**src/rtl/cache_pkg.sv**
```systemverilog
// cache_pkg: shared types and helpers for the set-associative cache controller.
//   Access-mode encoding is {cmp, write}; flush FSM state enum.
//   way_idx_w / plru_w size the way index and per-set PLRU state for WAYS = 1, 2 or 4.
package cache_pkg;

  typedef enum logic [1:0] {
    ACC_RD  = 2'b00,
    INSTALL = 2'b01,
    CMP_RD  = 2'b10,
    CMP_WR  = 2'b11
  } access_mode_e;

  typedef enum logic [1:0] {
    F_IDLE = 2'd0,
    F_SCAN = 2'd1,
    F_WB   = 2'd2,
    F_DONE = 2'd3
  } flush_state_e;

  function automatic int clog2(input int v);
    int r;
    r = 0;
    while ((1 << r) < v) r++;
    return r;
  endfunction

  // A single-way cache still carries a 1-bit way index so that no vector is zero-width.
  function automatic int way_idx_w(input int ways);
    return (ways > 1) ? clog2(ways) : 1;
  endfunction

  // 4 ways use a 3-bit tree; 1 and 2 ways use one bit (unused when WAYS == 1).
  function automatic int plru_w(input int ways);
    return (ways == 4) ? 3 : 1;
  endfunction

endpackage

```
**src/rtl/cache_plru.sv**
```systemverilog
// cache_plru: combinational tree-PLRU victim select and update for one set.
//   Ports: bits (current PLRU state), way (way being touched),
//          victim (way to replace), bits_next (state after touching 'way').
module cache_plru
  import cache_pkg::*;
#(
  parameter int WAYS   = 2,
  parameter int WAY_W  = way_idx_w(WAYS),
  parameter int PLRU_W = plru_w(WAYS)
) (
  input  logic [PLRU_W-1:0] bits,
  input  logic [WAY_W-1:0]  way,
  output logic [WAY_W-1:0]  victim,
  output logic [PLRU_W-1:0] bits_next
);

  generate
    if (WAYS == 4) begin : g_tree4
      // bits[0]: root, 0 = victim on the left pair {0,1}, 1 = right pair {2,3}.
      // bits[1]: left pair, selects way 1 when set. bits[2]: right pair, selects way 3.
      assign victim = bits[0] ? (bits[2] ? 2'd3 : 2'd2)
                              : (bits[1] ? 2'd1 : 2'd0);
      // Touching a way points every node on its path away from it.
      assign bits_next[0] = ~way[1];
      assign bits_next[1] = way[1] ? bits[1] : ~way[0];
      assign bits_next[2] = way[1] ? ~way[0] : bits[2];
    end else if (WAYS == 2) begin : g_tree2
      // The bit holds the victim directly, so the reset value 0 selects way 0.
      assign victim    = bits;
      assign bits_next = ~way;
    end else begin : g_direct
      logic unused_way;
      assign unused_way = ^way;
      assign victim     = '0;
      assign bits_next  = bits;
    end
  endgenerate

endmodule

```
**src/rtl/cache_ctl_assoc.sv**
```systemverilog
// cache_ctl_assoc: N-way set-associative cache controller with tree-PLRU replacement.
//   Ports: request side (enable/ready, index, word, cmp, write, tag, data_in, valid_in),
//          result side (done, hit, dirty, valid, tag_out, data_out), flush and write-back port.
//   Optional flush engine built when CACHE_FLUSH_EN is defined; otherwise ready is tied 1
//   and all flush/write-back outputs are tied 0.
// Array updates happen at the accepting edge; results pass through one holding stage and
// appear with done one edge later. Reported fields always show the line as it was before
// the request's own update.
module cache_ctl_assoc
  import cache_pkg::*;
#(
  parameter int WAYS    = 2,
  parameter int INDEX_W = 4,
  parameter int WORD_W  = 2,
  parameter int TAG_W   = 5,
  parameter int DATA_W  = 16
) (
  input  logic               clk,
  input  logic               rst_n,
  input  logic               enable,
  output logic               ready,
  input  logic [INDEX_W-1:0] index,
  input  logic [WORD_W-1:0]  word,
  input  logic               cmp,
  input  logic               write,
  input  logic [TAG_W-1:0]   tag,
  input  logic [DATA_W-1:0]  data_in,
  input  logic               valid_in,
  output logic               done,
  output logic               hit,
  output logic               dirty,
  output logic               valid,
  output logic [TAG_W-1:0]   tag_out,
  output logic [DATA_W-1:0]  data_out,
  input  logic               flush,
  output logic               flush_busy,
  output logic               flush_done,
  output logic               wb_valid,
  input  logic               wb_ready,
  output logic [INDEX_W-1:0] wb_index,
  output logic [TAG_W-1:0]   wb_tag,
  output logic [WORD_W-1:0]  wb_word,
  output logic [DATA_W-1:0]  wb_data
);

  localparam int SETS   = 1 << INDEX_W;
  localparam int WORDS  = 1 << WORD_W;
  localparam int WAY_W  = way_idx_w(WAYS);
  localparam int PLRU_W = plru_w(WAYS);

  // Storage: tag/data are never reset; valid/dirty/PLRU are.
  logic [TAG_W-1:0]  tag_arr   [WAYS][SETS];
  logic [DATA_W-1:0] data_arr  [WAYS][SETS][WORDS];
  logic              valid_arr [WAYS][SETS];
  logic              dirty_arr [WAYS][SETS];
  logic [PLRU_W-1:0] plru_arr  [SETS];

  access_mode_e      mode;
  logic              accept;
  logic              hit_any;
  logic [WAY_W-1:0]  hit_way;
  logic [WAY_W-1:0]  victim;
  logic [WAY_W-1:0]  sel_way;
  logic [PLRU_W-1:0] plru_next;

  // Flush-engine view used by the shared state arrays.
  logic [INDEX_W-1:0] fset;
  logic [WAY_W-1:0]   fway;
  logic               flush_clr;

  // Holding stage between the accepting edge and the result registers.
  logic               s1_vld;
  logic               s1_hit;
  logic               s1_dirty;
  logic               s1_valid;
  logic [TAG_W-1:0]   s1_tag;
  logic [DATA_W-1:0]  s1_data;

  assign mode   = access_mode_e'({cmp, write});
  assign accept = enable && ready;

  always_comb begin
    hit_any = 1'b0;
    hit_way = '0;
    for (int w = 0; w < WAYS; w++) begin
      if (valid_arr[w][index] && (tag_arr[w][index] == tag)) begin
        hit_any = 1'b1;
        hit_way = WAY_W'(w);
      end
    end
  end

  cache_plru #(
    .WAYS   (WAYS),
    .WAY_W  (WAY_W),
    .PLRU_W (PLRU_W)
  ) u_plru (
    .bits      (plru_arr[index]),
    .way       (hit_way),
    .victim    (victim),
    .bits_next (plru_next)
  );

  // Non-compare modes always target the victim, even when a way happens to match the tag.
  assign sel_way = (cmp && hit_any) ? hit_way : victim;

  // Tag and data arrays.
  always_ff @(posedge clk) begin
    if (accept && ((mode == INSTALL) || ((mode == CMP_WR) && hit_any))) begin
      data_arr[sel_way][index][word] <= data_in;
    end
    if (accept && (mode == INSTALL)) begin
      tag_arr[victim][index] <= tag;
    end
  end

  // Valid, dirty and PLRU state. Install leaves PLRU alone so a multi-word refill
  // keeps landing in the same way.
  always_ff @(posedge clk) begin
    if (!rst_n) begin
      for (int w = 0; w < WAYS; w++) begin
        for (int s = 0; s < SETS; s++) begin
          valid_arr[w][s] <= 1'b0;
          dirty_arr[w][s] <= 1'b0;
        end
      end
      for (int s = 0; s < SETS; s++) begin
        plru_arr[s] <= '0;
      end
    end else begin
      if (accept) begin
        case (mode)
          CMP_RD: begin
            if (hit_any) plru_arr[index] <= plru_next;
          end
          CMP_WR: begin
            if (hit_any) begin
              dirty_arr[hit_way][index] <= 1'b1;
              plru_arr[index]           <= plru_next;
            end
          end
          INSTALL: begin
            valid_arr[victim][index] <= valid_in;
            dirty_arr[victim][index] <= 1'b0;
          end
          default: ;
        endcase
      end
      if (flush_clr) begin
        dirty_arr[fway][fset] <= 1'b0;
      end
    end
  end

  // Result pipeline: capture at the accepting edge, present with done one edge later.
  always_ff @(posedge clk) begin
    if (!rst_n) begin
      s1_vld   <= 1'b0;
      s1_hit   <= 1'b0;
      s1_dirty <= 1'b0;
      s1_valid <= 1'b0;
      s1_tag   <= '0;
      s1_data  <= '0;
      done     <= 1'b0;
      hit      <= 1'b0;
      dirty    <= 1'b0;
      valid    <= 1'b0;
      tag_out  <= '0;
      data_out <= '0;
    end else begin
      s1_vld <= accept;
      if (accept) begin
        s1_hit   <= cmp && hit_any;
        s1_dirty <= dirty_arr[sel_way][index];
        s1_valid <= valid_arr[sel_way][index];
        s1_tag   <= tag_arr[sel_way][index];
        s1_data  <= data_arr[sel_way][index][word];
      end
      done <= s1_vld;
      if (s1_vld) begin
        hit      <= s1_hit;
        dirty    <= s1_dirty;
        valid    <= s1_valid;
        tag_out  <= s1_tag;
        data_out <= s1_data;
      end
    end
  end

`ifdef CACHE_FLUSH_EN
  flush_state_e       fstate;
  logic [WORD_W-1:0]  fword;
  logic               last_line;

  assign last_line = (fway == WAY_W'(WAYS - 1)) && (fset == {INDEX_W{1'b1}});
  assign flush_clr = (fstate == F_WB) && wb_ready && (fword == {WORD_W{1'b1}});

  // A request accepted in the same cycle as flush wins; flush must still be high next cycle.
  always_ff @(posedge clk) begin
    if (!rst_n) begin
      fstate <= F_IDLE;
      fset   <= '0;
      fway   <= '0;
      fword  <= '0;
    end else begin
      case (fstate)
        F_IDLE: begin
          if (flush && !enable) begin
            fstate <= F_SCAN;
            fset   <= '0;
            fway   <= '0;
          end
        end
        F_SCAN: begin
          if (valid_arr[fway][fset] && dirty_arr[fway][fset]) begin
            fstate <= F_WB;
            fword  <= '0;
          end else if (last_line) begin
            fstate <= F_DONE;
          end else if (fway == WAY_W'(WAYS - 1)) begin
            fway <= '0;
            fset <= fset + 1'b1;
          end else begin
            fway <= fway + 1'b1;
          end
        end
        F_WB: begin
          if (wb_ready) begin
            if (fword == {WORD_W{1'b1}}) begin
              if (last_line) begin
                fstate <= F_DONE;
              end else begin
                fstate <= F_SCAN;
                if (fway == WAY_W'(WAYS - 1)) begin
                  fway <= '0;
                  fset <= fset + 1'b1;
                end else begin
                  fway <= fway + 1'b1;
                end
              end
            end else begin
              fword <= fword + 1'b1;
            end
          end
        end
        F_DONE: begin
          fstate <= F_IDLE;
        end
        default: fstate <= F_IDLE;
      endcase
    end
  end

  assign ready      = (fstate == F_IDLE);
  assign flush_busy = (fstate != F_IDLE);
  assign flush_done = (fstate == F_DONE);
  assign wb_valid   = (fstate == F_WB);
  // Counters are frozen while a word waits for wb_ready, which keeps wb_* stable.
  assign wb_index   = wb_valid ? fset : '0;
  assign wb_tag     = wb_valid ? tag_arr[fway][fset] : '0;
  assign wb_word    = wb_valid ? fword : '0;
  assign wb_data    = wb_valid ? data_arr[fway][fset][fword] : '0;
`else
  logic unused_flush_inputs;
  assign unused_flush_inputs = flush ^ wb_ready;

  assign fset       = '0;
  assign fway       = '0;
  assign flush_clr  = 1'b0;
  assign ready      = 1'b1;
  assign flush_busy = 1'b0;
  assign flush_done = 1'b0;
  assign wb_valid   = 1'b0;
  assign wb_index   = '0;
  assign wb_tag     = '0;
  assign wb_word    = '0;
  assign wb_data    = '0;
`endif

endmodule
```
**config.mk**
```make
export PLATFORM = sky130hd
export DESIGN_NAME = cache_ctl_assoc
export DESIGN_NICKNAME = d
export VERILOG_FILES = /design/src/rtl/cache_pkg.sv /design/src/rtl/cache_plru.sv /design/src/rtl/cache_ctl_assoc.sv
export SDC_FILE = /design/constraint.sdc
export NUM_CORES = 2
export LEC_CHECK = 0
export CAP_MARGIN = 20
export CORE_MARGIN = 2
export CORE_UTILIZATION = 50
export CTS_BUF_LIST = sky130_fd_sc_hd__clkbuf_16
export CTS_CLUSTER_DIAMETER = 120
export DETAILED_ROUTE_END_ITERATION = 12
export PLACE_DENSITY_LB_ADDON = 0.15
export RECOVER_POWER = 25
export SYNTH_ARGS = -nofsm -noshare
export SYNTH_HDL_FRONTEND = slang
export SYNTH_SLANG_ARGS = --single-unit
export TNS_END_PERCENT = 50
```
**constraint.sdc**
```tcl
create_clock -name clk -period 7.6 [get_ports clk]
set_clock_uncertainty 0.2 [all_clocks]
set_input_delay 2.28 -clock clk [delete_from_list [all_inputs] [get_ports clk]]
set_output_delay 2.28 -clock clk [all_outputs]
set_load 0.005 [all_outputs]
```
==> results.toml <==
[cts]
clock_latency_ns = 0.88
cts-htree-levels = 4
cts_root_buf = "clkbuf_16"
cts_buffers = 233
post_cts_buffers = 0
cts.repair.resized = 0
holdBufCountCts = 0
clock_sinks = 2338
clk_pin_slew_ns = 0.06
cts_tree = "yes"
cts.path.max_buffers = 3

[setup_path]
cp-start-kind = "primary input"
regToRegSetupSlack_ns = 2.47
cp-end-kind = "register"
rr_worst_depth = 13
slowest_stage = "dlygate4sd3_1"
critPathMaxStageDelay_ns = 0.73
path_delay_family = "compound AO/OA/AOI/OAI gates"
required_ns = 8.17
critPathMaxFanout = 74
r2r_start = "tag_arr[0][1]"
critPathKind = "in2reg"
crit_path_cell_trace = "dlygate4sd3_1, clkbuf_1, o21a_1, o21ai_0, o2111ai_1, o21a_4, buf_4, a211oi_1, o21a_1, a2111oi_0, o22a_1, o211ai_1, o2bb2ai_1"
cp_common_cell = "o21a_1"
path_buf_inv = 3
r2r_end = "s1_data[5]"
arrival_ns = 7.40

[sta]
final_hold_viol_count = 0
grt_setup_unrepaired = "false"
fin_ws_ns = 0.765
maxSlewViolCount = 1215
clock.fmax_ghz = 0.146
period_share = 0.899
fin_crit_ns = 6.84
fin_tns_setup_ns = 0
finalSetupViolCount = 0
max_slew.worst_pin.slew_ns = 4.96
relSlewSlack = -2.31

[place]
place_ws_ns = -0.0250
dp_cells = 8531
gp_congestion = 0.857
portBuffers = 57
dpl.hpwl_microns = 157000
placed_cell_area_sq_um = 100000

[die]
placementRows = 160
num_io_pins = 91
die_h_microns = 440
die_area_sq_um = 194000
start_util = 0.502
die_w_microns = 440
core_region_area_sq_um = 190000

[status]
violations = "max-capacitance violations, max-slew violations"
status = "complete, but fails checks"

[global_routing]
grt_max_degree = 208
grt_remaining_overflow = 0
grt_pass1_wl_microns = 381000
grt_pass1_vias = 54100
antenna_found_initial = 9
grt_usage = 0.271

[synthesis]
synthMuxAreaShare = 0.0879
yosys-top-cells-area = "edfxtp_1, mux4_2, mux2i_1, nand3_1, a21oi_1"
synthCells = 6027
ys.flop_type = "edfxtp_1"
ys_warn_count = 0
ys_seq_area_frac = 0.730
synth-xor-area-share = 0.000644
synth-compound-area-share = 0.0943
synth_common_cells = "edfxtp_1, nand2_1, nand3_1"
synth.avg_cell_area_sq_um = 15.8
yosys.cell_count.top_type = "edfxtp_1"
synth_enable_flop_cells = 2270
synth.largest_area_cell = "edfxtp_1"
synth_top_family_by_area = "compound AO/OA/AOI/OAI gates"
synth-simple-area-share = 0.0612
syn_area_sq_um = 95200
synth_seq_cells = 2338
synth_cell_types = 67
synthAdderAreaFrac = 0
async_reset_ff_frac = 0
synth_top_cell_area_share = 0.716

[drt]
avgViaCountPerCell = 6.26
dr.pass1.iters = 5
drc_errors = 0
drt-initial-drc-count = 6659
drt-wirelength-per-cell_microns = 29.5
antenna_left = 0
routed_wl_microns = 264000
dr_total_vias = 56100

[layout]
nNetsFinal = 6291
design_area_sq_um = 107000
syn_to_final_growth_pct = 12.9
drive_gt1_frac = 0.172
stdcell_count = 8965

[hold_path]
hp-start = "s1_hit"
hold_class = "reg2reg"
whs_path_depth = 2
holdPathEnd = "s1_hit"

[run]
maxCapViolations = 19

[power]
powerDensity_nw_per_um2 = 246
irDropWorstVdd_mv = 0.199
p_leak_nw = 35.2
-- placed cells by master, fill, tap and decap left out, types with 25 or more instances in the layout --
master	count
o21a_1	67
nand2b_1	166
a22oi_1	100
clkbuf_16	237
o22ai_1	41
o21ai_0	296
mux2i_1	193
nand3_1	342
o41ai_1	32
clkdlybuf4s50_1	30
a21oi_1	307
inv_1	67
mux2_2	86
o211ai_1	128
clkinv_1	61
edfxtp_1	2270
mux4_2	241
conb_1	31
clkbuf_1	25
clkinv_2	38
a2111oi_0	32
buf_4	388
dfxtp_1	67
nand2_1	383
nor2_1	261
buf_12	32
a211oi_1	114
o31ai_1	48
-- where the power goes --
| group | total, mW | switching [mW] | internal, mW |
|---|---|---|---|
| sequential | 14.2 | 0.0258 | 14.2 |
| clock | 10.9 | 4.85 | 6.06 |
| combinational | 1.29 | 0.905 | 0.384 |
| total | 26.4 | 5.78 | 20.6 |
-- layout make-up --
| class | count | area [sq um] |
|---|---|---|
| multi-input cells | 3188 | 23500 |
| repair buffers | 485 | 4050 |
| fillers | 14800 | 82300 |
| well taps | 2511 | 3140 |
| inverters | 10 | 37.5 |
| clock inverters | 191 | 1290 |
| flip-flops and latches | 2338 | 69500 |
| clock buffers | 237 | 5930 |
| diodes | 5 | 12.5 |
-- through the flow --
stage	utilization	total power, mW	hold WS [ns]
3_5_place_dp	0.529	15.8	0.275
3_3_place_gp	0.529	15.7	0.267
4_1_cts	0.567	26.6	0.285
6_report	0.566	26.4	0.281
5_1_grt	0.566	27.1	0.311
2_1_floorplan	-	15.1	0.250
-- sequential cells by signal, summed over array words and instances (netlist names), 5 cells and up --
| name | cells |
|---|---|
| s1_data | 16 |
| valid_arr | 32 |
| tag_out | 5 |
| dirty_arr | 32 |
| data_out | 16 |
| s1_tag | 5 |
| data_arr | 2048 |
| tag_arr | 160 |
| plru_arr | 16 |
-- per-layer routing --
layer	vias to the layer above	track usage	share of wire	wire [microns]
met3	418	0.0395	0.072	19100
li1	24300	-	-	-
met5	-	0	0.000061	16
met4	2	0.0938	0.036	9480
met2	2272	0.434	0.48	127000
met1	29100	0.381	0.41	109000
-- kinds of logic (layout without fill, tap and decap cells) --
kind of cell,count (synthesis),in the layout
flip-flops,2338,2338
multiplexers,524,524
other,2,36
AND/OR/NAND/NOR,1265,1265
buffers and inverters,530,923
AO/OA/AOI/OAI,1361,1361
XOR/XNOR,7,7
-- worst reg2reg max path, stage by stage (launching register included) --
cell	delay, ns
edfxtp_1	0.39
mux4_2	0.47
mux2i_1	0.22
mux2i_1	0.15
xnor2_1	0.15
o2111ai_1	0.29
o21a_4	0.38
buf_4	0.73
a211oi_1	0.14
o21a_1	0.25
a2111oi_0	0.68
o22a_1	0.58
o211ai_1	0.21
o2bb2ai_1	0.18
-- worst max path at each step --
stage	from	to	slack, ns	depth (start not counted)
after floorplan	index[3]	data_arr[1][0]	1.21	16
after global placement	index[1]	s1_data[13]	-0.06	15
after detailed placement	index[1]	s1_data[13]	-0.02	15
after CTS	index[1]	s1_data[13]	0.91	15
after global routing	tag[0]	s1_data[6]	0.54	14
final	tag[0]	s1_data[5]	0.76	13
Power figures use the tool's default switching activity.
